[config.mk]
export PLATFORM = sky130hd
export DESIGN_NAME = hazard_scoreboard
export DESIGN_NICKNAME = d
export VERILOG_FILES = /design/src/rtl/hazard_scoreboard.sv
export SDC_FILE = /design/constraint.sdc
export NUM_CORES = 1
export LEC_CHECK = 0
export CAP_MARGIN = 0
export CORE_MARGIN = 2
export CORE_UTILIZATION = 35
export CTS_CLUSTER_SIZE = 24
export DETAILED_ROUTE_END_ITERATION = 8
export GPL_ROUTABILITY_DRIVEN = 0
export SYNTH_ARGS = -nofsm -noshare
export SYNTH_HDL_FRONTEND = slang
export SYNTH_SLANG_ARGS = --single-unit
export TNS_END_PERCENT = 10
[constraint.sdc]
create_clock -name clk -period 4.47 [get_ports clk]
set_input_delay 0.447 -clock clk [delete_from_list [all_inputs] [get_ports clk]]
set_output_delay 0.447 -clock clk [all_outputs]
set_load 0.01 [all_outputs]
[src/rtl/hazard_scoreboard.sv]
// Per-register in-flight scoreboard: ages pending writes, drives ID forwarding selects and load-use stall.
// Optional build macro HAZARD_ZERO_REG_EN makes register 0 a hardwired zero (never tracked).
module hazard_scoreboard #(
  parameter int NREG       = 8,
  parameter int RW         = 3,
  parameter int NSRC       = 2,
  parameter int DEPTH      = 3,
  parameter int LOAD_EXTRA = 1,
  parameter int SW         = 2
) (
  input  logic                 clk,
  input  logic                 rst_n,
  input  logic                 id_valid,
  input  logic                 id_wr_en,
  input  logic [RW-1:0]        id_rd,
  input  logic                 id_is_load,
  input  logic [NSRC*RW-1:0]   id_src,
  input  logic [NSRC-1:0]      id_src_used,
  input  logic                 flush,
  output logic                 stall,
  output logic [NSRC*SW-1:0]   fwd_sel,
  output logic [NREG-1:0]      pending
);

  localparam logic [SW:0] DP1 = (SW+1)'(DEPTH + 1);
  localparam logic [SW:0] LX  = (SW+1)'(LOAD_EXTRA);

  logic [SW-1:0] cnt_q [NREG];
  logic [SW-1:0] cnt_d [NREG];
  logic [NREG-1:0] ld_q, ld_d;
  logic issue;

  // ID handshake: an instruction with id_valid is accepted on the edge only when stall is low;
  // flush drops it without stalling, so stall acts as the inverse of ready.
  always_comb begin
    logic [RW-1:0] s;
    logic [SW-1:0] c;
    logic [SW:0]   age;
    logic          zero_src;
    stall   = 1'b0;
    fwd_sel = '0;
    for (int i = 0; i < NSRC; i++) begin
      s   = id_src[i*RW +: RW];
      c   = cnt_q[s];
      age = DP1 - {1'b0, c};
`ifdef HAZARD_ZERO_REG_EN
      zero_src = (s == '0);
`else
      zero_src = 1'b0;
`endif
      if (c != '0 && !zero_src) begin
        fwd_sel[i*SW +: SW] = age[SW-1:0];
        if (id_valid && id_src_used[i] && ld_q[s] && (age <= LX))
          stall = 1'b1;
      end
    end
  end

  always_comb begin
    logic rd_ok;
`ifdef HAZARD_ZERO_REG_EN
    rd_ok = (id_rd != '0);
`else
    rd_ok = 1'b1;
`endif
    issue = id_valid & id_wr_en & ~stall & ~flush & rd_ok;
    for (int r = 0; r < NREG; r++) begin
      cnt_d[r] = cnt_q[r];
      ld_d[r]  = ld_q[r];
      if (issue && id_rd == RW'(r)) begin
        cnt_d[r] = SW'(DEPTH);
        ld_d[r]  = id_is_load;
      end else if (cnt_q[r] != '0) begin
        cnt_d[r] = cnt_q[r] - SW'(1);
        if (cnt_q[r] == SW'(1)) ld_d[r] = 1'b0;
      end
      pending[r] = (cnt_q[r] != '0);
    end
  end

  always_ff @(posedge clk or negedge rst_n) begin
    if (!rst_n) begin
      for (int r = 0; r < NREG; r++) cnt_q[r] <= '0;
      ld_q <= '0;
    end else begin
      for (int r = 0; r < NREG; r++) cnt_q[r] <= cnt_d[r];
      ld_q <= ld_d;
    end
  end

endmodule

* Word level (Yosys, flattened, before mapping)
Index checks and enable logic that the tools add are counted.
Storage, ports and cells: logic and storage cells 159, bits in registers 24, input bits 17, output and inout port bits 13
Cells by class: equal/unequal tests 15, add/subtract/negate cells 10, reductions and logical operators 49, mux-type cells 56, bitwise logic cells 7, $lt $le $gt $ge 6
Operators by type and width (count):
- nonzero test 2 bit | 26
- 2-to-1 mux 2 bit | 22
- 2-to-1 mux 1 bit | 30
- equality test 2 x 1 -> 1 bit, second input constant | 8
- AND reduction 2 bit | 8
- subtractor 2 x 1 -> 2 bit, second input constant | 8
- logical AND 1 bit | 14
- binary-select mux 2 bit (select 3 bit) | 2
- equality test 3 bit, second input constant | 4
- greater-or-equal comparator 4 bit, second input constant | 2
- < comparator 3 x 4 -> 1 bit, second input constant | 2
- inverter 3 -> 4 bit | 2
- binary-select mux 1 bit (select 3 bit) | 2
- equality test 3 x 2 -> 1 bit, second input constant | 2
- <= comparator 3 x 1 -> 1 bit, second input constant | 2
- subtractor 3 x 2 -> 3 bit, first input constant | 2
- bitwise AND 1 bit | 3
- equality test 3 x 1 -> 1 bit, second input constant | 1
- logical NOT 3 bit | 1
- inverter 1 bit | 2

* Longest topological paths before layout
Gate-level depths: netlist (run 1).
word-level depth 17, mapped depth 9

* Worst setup path before layout (run 1)
Ideal clock, no wire load.
path type input to register, start point input port id_src[3], end point register ld_q[3], buffers on the path 1, cell stages on the path 9, slack 1.803 ns, data arrival time 2.539 ns, library setup time 0.128 ns, path through buf_2 mux4_2 mux2i_1 inv_1 ha_1 nand4b_1 o22ai_2 or4b_4 mux2i_1
Between the ends: longest elaborated chain between the ends 15, elaborated cells between the ends (all ways) 21
Ends and longest elaborated chain:
- from (decl) | RTL line 17 | input logic [NSRC*RW-1:0] id_src,
- inverter 3 -> 4 bit (not written as such) | RTL line 44 | c = cnt_q[s];
- binary-select mux 2 bit (select 3 bit) | RTL line 44
- 2-to-1 mux 2 bit (not written as such) (2 in series) | RTL line 44
- subtractor 3 x 2 -> 3 bit | RTL line 45 | age = DP1 - {1'b0, c};
- <= comparator 3 x 1 -> 1 bit | RTL line 53 | if (id_valid && id_src_used[i] && ld_q[s] && (age <= LX))
- logical AND 1 bit | RTL line 53
- 2-to-1 mux 1 bit | RTL line 53
- 2-to-1 mux 1 bit * | RTL line 51 | if (c != '0 && !zero_src) begin
- via stall | RTL line 20 | output logic stall,
- inverter 1 bit * | RTL line 66 | issue = id_valid & id_wr_en & ~stall & ~flush & rd_ok;
- bitwise AND 1 bit * (2 in series) | RTL line 66
- logical AND 1 bit * | RTL line 70 | if (issue && id_rd == RW'(r)) begin
- nonzero test 2 bit (no source line)
- AND reduction 2 bit (no source line)
- to (signal assigned) | RTL line 87 | ld_q <= ld_d;
- to (decl) | RTL line 30 | logic [NREG-1:0] ld_q, ld_d;
Mark *: on every way through the listed nets, which the timed path passes. The rest lies on a longest branch. The select of a mux whose other input is x is not followed. A chain may end at the register's enable or synchronous reset.

* Worst setup path after layout (run 1)
start point input port id_src[3], end point output port stall
Between the ends: longest elaborated chain between the ends 9, elaborated cells between the ends (all ways) 13
Ends and longest elaborated chain (RTL line):
- inverter 3 -> 4 bit (not written as such) | 44
- binary-select mux 2 bit (select 3 bit) | 44
- 2-to-1 mux 2 bit (not written as such) (2 in series) | 44
- subtractor 3 x 2 -> 3 bit | 45
- <= comparator 3 x 1 -> 1 bit | 53
- logical AND 1 bit | 53
- 2-to-1 mux 1 bit | 53
- 2-to-1 mux 1 bit * | 51
- to (decl) | 20
Every way passes the cells marked *; elsewhere a longest branch is shown, timed or not. The select of a mux whose other input is x is not followed.

==> summary.txt, run 1 <==
Outcome
  – Status: finished, final reports clean

Finish
  – Layout net count: 240
  – Share of layout cells above drive strength 1: 12.94%
  – Post-layout util: 44.27%
  – Area growth syn-to-layout: 22.18%
  – Diodes inserted: 0

Placement
  – Place WS: 0.9748 ns
  – Post-DP HPWL: roughly 3200 um
  – I/O Buffers: 29

Setup path
  – CP required: 4.02 ns
  – Reg2reg end: ld_q[3]
  – Critical path peak fanout: 10
  – Crit Path Class: primary input to primary output
  – R2R setup slack: between 1.5 and 2 ns
  – Arr. time, crit path: 3.06 ns
  – Reg2reg start: cnt_q[4]
  – CP Capture Type: primary output
  – Startpoint Class: primary input
  – R2R depth: 8

Power
  – PwrDens: 579.2 mW/mm^2
  – NetSw: about 0.0005 W
  – Logic pwr share: 58.0%
  – Switching share of power: 39.02%
  – Total power: roughly 0.0013 W
  – Clock power share: around a tenth
  – P_leak: 1.146 nW
  – Flop pwr share: 32.2%
  – Pint: 0.0007986 W
  – VDD IR-drop max: 0.0002556 V

Floorplanning
  – Die span in x: 76.72 um
  – Die span in y: 76.72 um
  – Die area: 0.005885 sq mm
  – Core area: ~0.0051 sq mm
  – I/O pin count: 30
  – Initial Util: 36.23%
  – Num rows: 26

Timing
  – RSZ-0062 raised after global routing: no
  – TNS Setup: 0 ns
  – Final Worst Setup Slack: 0.9623 ns
  – Slew Limit Fails: 0
  – Fmax: ~290 MHz
  – Endpoints failing hold: 0
  – Final setup vio count: 0
  – Fin crit share: 78.47%
  – Worst-Margin Slew: about 0.44 ns
  – Rel. slew slack: 70.71%
  – Post-route minimum period: 3.508 ns
  – Clock Skew: 0.002228 ns

Global route
  – Vias in the first global route: 1307
  – Largest net degree at the start of global routing: 25
  – Total GRT Usage: 14.55%
  – First-pass GRT wire length: 6727 um
  – Initial antenna violation count: 0
  – Grt total ovfl: 0

Logic synthesis
  – Async SR Flop Fraction: 100.0%
  – Seq/Total Area, Yosys: 32.45%
  – #FFs+latches synth: 24
  – Mean area per synthesized cell: 10.89 sq um
  – Net Count, Synth: 207
  – Synthesized area: 0.001851 sq mm
  – Post-synth EDFFs: 0
  – Main synth FF type: dfrtp_1
  – Synth warn: 0
  – Yosys cell types: 23
  – Synthesized netlist cell count: 170

Clock tree
  – CTS root buf: clkbuf_8
  – Clock latency at the later pin of the worst-skew pair: 0.27 ns
  – CTS clk-pin slew, worst paths: ~0.08 ns
  – Cts-stage hold buffer count: 0
  – CTS resizes: 0
  – Setup Buffers After CTS: 0
  – CTS tree: done
  – Worst-case clock buffer depth: 2
  – Clk sinks: 24
  – Clock buffer count from CTS: 3
  – CTS H-tree lvls: 1

Route
  – Vias: 1324
  – Vias per cell: 4.886
  – Final Routed Wirelength: 4038 um
  – Routed wire per std cell: 14.90 um
  – TritonRoute pass-1 iters: 4
  – Routed Antenna Nets: 0
  – 1st-iter DRT viols: 21
  – DRC: 0

Hold path
  – Worst hold path class: primary input to asynchronous set/reset pin

Run
  – MaxCap Viol Count: 0
==> worst max-delay path by stage <==
| stage | startpoint | endpoint | slack (ns) | depth (start not counted) |
|---|---|---|---|---|
| after global placement | id_src[3] | stall | 1.03 | 8 |
| after detailed placement | id_src[3] | stall | 0.97 | 8 |
| after floorplan | id_src[3] | ld_q[3] | 1.80 | 9 |
| after CTS | id_src[3] | stall | 0.97 | 8 |
| final | id_src[3] | stall | 0.96 | 8 |
| after global routing | id_src[3] | stall | 0.83 | 8 |
==> kinds of logic (layout without fill, tap and decap cells) <==
| logic type | Yosys count | after routing | synth area share, % |
|---|---|---|---|
| compound gates | 11 | 11 | 3.516 |
| flops | 24 | 24 | 32.45 |
| simple gates | 35 | 35 | 10.61 |
| fa+ha+maj | 20 | 20 | 13.52 |
| mux | 33 | 33 | 27.72 |
| xor+xnor | 8 | 8 | 3.786 |
| buf+inv | 39 | 70 | 8.384 |
==> routing by layer <==
layer	global-route usage, %	vias up	routed length, um
li1	-	638	-
met1	20.71	652	2042
met2	22.72	30	1777
met3	1.765	4	164
met4	5.455	0	54
met5	0	-	0
==> cell usage in the layout, fill, tap and decap left out, types with 3 or more instances in the layout <==
cell type,Yosys,routed
nor2_1,3,3
inv_1,37,37
mux2i_1,13,13
o21ai_0,9,9
clkdlybuf4s50_1,0,29
mux2_2,8,8
mux4_1,6,6
ha_1,20,20
clkbuf_8,0,3
nand2_1,20,20
mux4_2,6,6
dfrtp_1,24,24
xor2_1,8,8
==> worst max-delay path, stage by stage <==
cell             delay (ns)
clkdlybuf4s50_1        0.70
mux4_2                 0.55
mux2i_1                0.27
inv_1                  0.08
ha_1                   0.20
nand4b_1               0.10
o22ai_2                0.17
clkdlybuf4s50_1        0.53
==> metrics by stage <==
stage | cell area, sq um | instances | hold WS (ns)
floorplan | 1851 | 170 | 0.1514
global placement | 2220 | 268 | 0.5689
detailed placement | 2220 | 268 | 0.5700
CTS | 2261 | 271 | 0.5505
global route | 2261 | 271 | 0.5737
finish | 2261 | 271 | 0.5400
==> synthesized netlist by cell type, drive strengths merged (2+ instances only) <==
library cell  number  area (sq um)
or3                2         15.01
o21ai              9         45.04
nand2             20         75.07
nand4b             2         17.52
inv               37         138.9
or4b               2         27.53
nor2               3         11.26
xor2               8         70.07
dfrtp             24         600.6
buf                2         16.26
mux2               8         90.09
ha                20         250.2
or4                2         22.52
mux4              12         292.8
mux2i             13         130.1
==> state kept, by name (all words and copies together) (netlist names) <==
name   flops
ld_q       8
cnt_q     16
==> final cells by class <==
class | instances | area [sq um]
inverters | 37 | 138.9
flip-flops and latches | 24 | 600.6
fillers | 520 | 2846
multi-input cells | 107 | 1095
repair buffers | 30 | 297.8
clock buffers | 3 | 41.29
well taps | 70 | 87.58
==> power groups by stage <==
stage | sequential (W) | clock (W) | combinational, W
finish | 0.000422 | 0.000128 | 0.000760
global route | 0.000434 | 0.000140 | 0.000866
CTS | 0.000422 | 0.000132 | 0.000772
detailed placement | 0.000427 | 0 | 0.000765
global placement | 0.000424 | 0 | 0.000752
floorplan | 0.000374 | 0 | 0.000533
No activity file was read; power rests on OpenSTA's default activity.
==> inputs of run 2 (changes only) <==
clock period = 3.6 ns   (was 4.47 ns; I/O delays follow)
==> run 2 against run 1 <==
- power rose by 25%
- final cell count stayed put
- critical path depth stayed put
- combinational power up 26%
- core utilization stayed put
- sequential cell count stayed put
- largest cell class unchanged
- largest power group unchanged
==> summary.txt, run 2 (synthesis gave the netlist of run 1 again) <==
Finish
  – Largest register FFs: 16 (unchanged)
  – Top reg by flops: cnt_q
  – Area growth syn-to-layout: 22.18% (unchanged)
  – Diodes inserted: 0 (unchanged)
  – Commonest non-fill, non-tap cell in the layout: inv_1
  – Fillers: 508 (-2.3%)
  – Share of layout cells above drive strength 1: 12.94% (unchanged)
  – Commonest non-fill, non-tap cells in the layout: 37 x inv_1, 29 x clkdlybuf4s50_1, 24 x dfrtp_1
  – Post-route cell area: 0.002261 sq mm (unchanged)
  – Layout net count: 240 (unchanged)
  – Biggest registers after layout: cnt_q: 16 flops, ld_q: 8 flops

Setup path
  – R2R setup slack: 0.94 ns (-0.91 ns)
  – Startpoint Class: primary input
  – Critical path destination: stall
  – CP required: 3.24 ns (-0.78 ns)
  – R2R depth: 8 (unchanged)
  – Reg2reg start: cnt_q[12]
  – Reg2reg end: ld_q[7]
  – CP Capture Type: primary output
  – Critical Path Start: id_src[0]
  – Critical path peak fanout: 10 (unchanged)
  – Crit Path Class: primary input to primary output
  – Arr. time, crit path: 2.98 ns (-0.08 ns)

Timing
  – Endpoints failing hold: 0 (unchanged)
  – TNS Setup: 0 ns (unchanged)
  – Post-route minimum period: ~3.3 ns
  – Clock Skew: 0.004119 ns (+0.001891 ns)
  – Worst-Margin Slew: 0.4156 ns (-0.02376 ns)
  – Rel. slew slack: 72.08% (+1.4 points)
  – RSZ-0062 raised after global routing: no
  – Min Hold Slack: 0.4440 ns (-0.09595 ns)
  – Fmax: 299.0 MHz
  – Fin crit share: 92.91%
  – Final setup vio count: 0 (unchanged)
  – Slew Limit Fails: 0 (unchanged)

Clock tree
  – Worst-case clock buffer depth: 2 (unchanged)
  – CTS tree: done
  – Clock latency at the later pin of the worst-skew pair: 0.27 ns (about the same)
  – Clk sinks: 24 (unchanged)
  – Cts-stage hold buffer count: 0 (unchanged)
  – CTS H-tree lvls: 1 (unchanged)
  – Setup Buffers After CTS: 0 (unchanged)
  – CTS resizes: 0 (unchanged)
  – CTS clk-pin slew, worst paths: 0.09 ns (about the same)
  – CTS root buf: clkbuf_8
  – Clock buffer count from CTS: 3 (unchanged)

Route
  – DRC: 0 (unchanged)
  – Final Routed Wirelength: 3940 um (-2.4%)
  – TritonRoute pass-1 iters: 4 (unchanged)
  – Routed Antenna Nets: 0 (unchanged)
  – Routed wire per std cell: 14.54 um (-2.4%)
  – 1st-iter DRT viols: 52 (+150%)
  – Vias per cell: 4.849 (-0.76%)
  – Vias: 1314 (-0.76%)

Floorplanning
  – Initial Util: 36.23% (unchanged)
  – Core area: 0.005107 sq mm (unchanged)
  – I/O pin count: 30 (unchanged)
  – Num rows: 26 (unchanged)
  – Die area: 0.005885 sq mm (unchanged)
  – Die span in y: 76.72 um (unchanged)
  – Die span in x: 76.72 um (unchanged)

Power
  – VDD IR-drop max: 0.0003446 V (+35%)
  – P_leak: 1.146 nW (unchanged)
  – PwrDens: 723.5 mW/mm^2 (+25%)

Global route
  – First-pass GRT wire length: 6513 um (-3.2%)
  – Total GRT Usage: 14.10% (-0.45 points)
  – Vias in the first global route: 1289 (-1.4%)
  – Grt total ovfl: 0 (unchanged)
  – Largest net degree at the start of global routing: 25 (unchanged)
  – Initial antenna violation count: 0 (unchanged)

Placement
  – I/O Buffers: 29 (unchanged)
  – Post-DP HPWL: 3153 um (-1.7%)
  – DP Area: 0.002220 sq mm (unchanged)

Outcome
  – Status: finished, final reports clean

Hold path
  – Worst hold path class: primary input to asynchronous set/reset pin

Run
  – MaxCap Viol Count: 0 (unchanged)
[run 2: worst max-delay path, stage by stage]
cell,delay (ns)
clkdlybuf4s50_1,0.67
mux4_1,0.62
mux2i_1,0.24
inv_1,0.08
ha_1,0.20
nand4b_1,0.11
o22ai_2,0.18
clkdlybuf4s50_1,0.53
[run 2: worst min-delay path by stage]
stage                     depth (start not counted)   endpoint  slack (ns)
after CTS                                         2  cnt_q[15]        0.46
after global placement                            2    ld_q[2]        0.57
after detailed placement                          2    ld_q[3]        0.57
after floorplan                                   0   cnt_q[0]        0.06
after global routing                              2  cnt_q[15]        0.48
final                                             2  cnt_q[15]        0.44
[run 2: cell type report]
cell class / instances / area [sq um] / share of cell area, %
inverters: 37 / 138.9 / 6.143
clock buffers: 3 / 41.29 / 1.826
well taps: 70 / 87.58 / 3.874
flip-flops and latches: 24 / 600.6 / 26.56
multi-input cells: 107 / 1095 / 48.42
repair buffers: 30 / 297.8 / 13.17
[run 2: report_power, final]
group | total, W | internal, W | switching [W]
clock | 0.000162 | 0.0000749 | 0.0000870
combinational | 0.000956 | 0.000537 | 0.000419
sequential | 0.000518 | 0.000385 | 0.000133
total | 0.00164 | 0.000996 | 0.000639
[run 2: routing by layer]
metal	part of all wire [%]	vias up	global-route usage, %
li1	-	641	-
met1	49	628	19.74
met2	45	41	22.37
met3	5.8	4	2.706
met4	0.89	0	3.818
met5	0	-	0
[run 2: through the flow]
stage          utilization, %  setup WS, ns  instances  power [W]
2_1_floorplan               -         1.020        170   0.001127
3_3_place_gp            43.46        0.3102        268   0.001461
3_5_place_dp            43.46        0.2653        268   0.001486
4_1_cts                 44.27        0.2554        271   0.001654
5_1_grt                 44.27        0.1074        271   0.001795
6_report                44.27        0.2553        271   0.001636
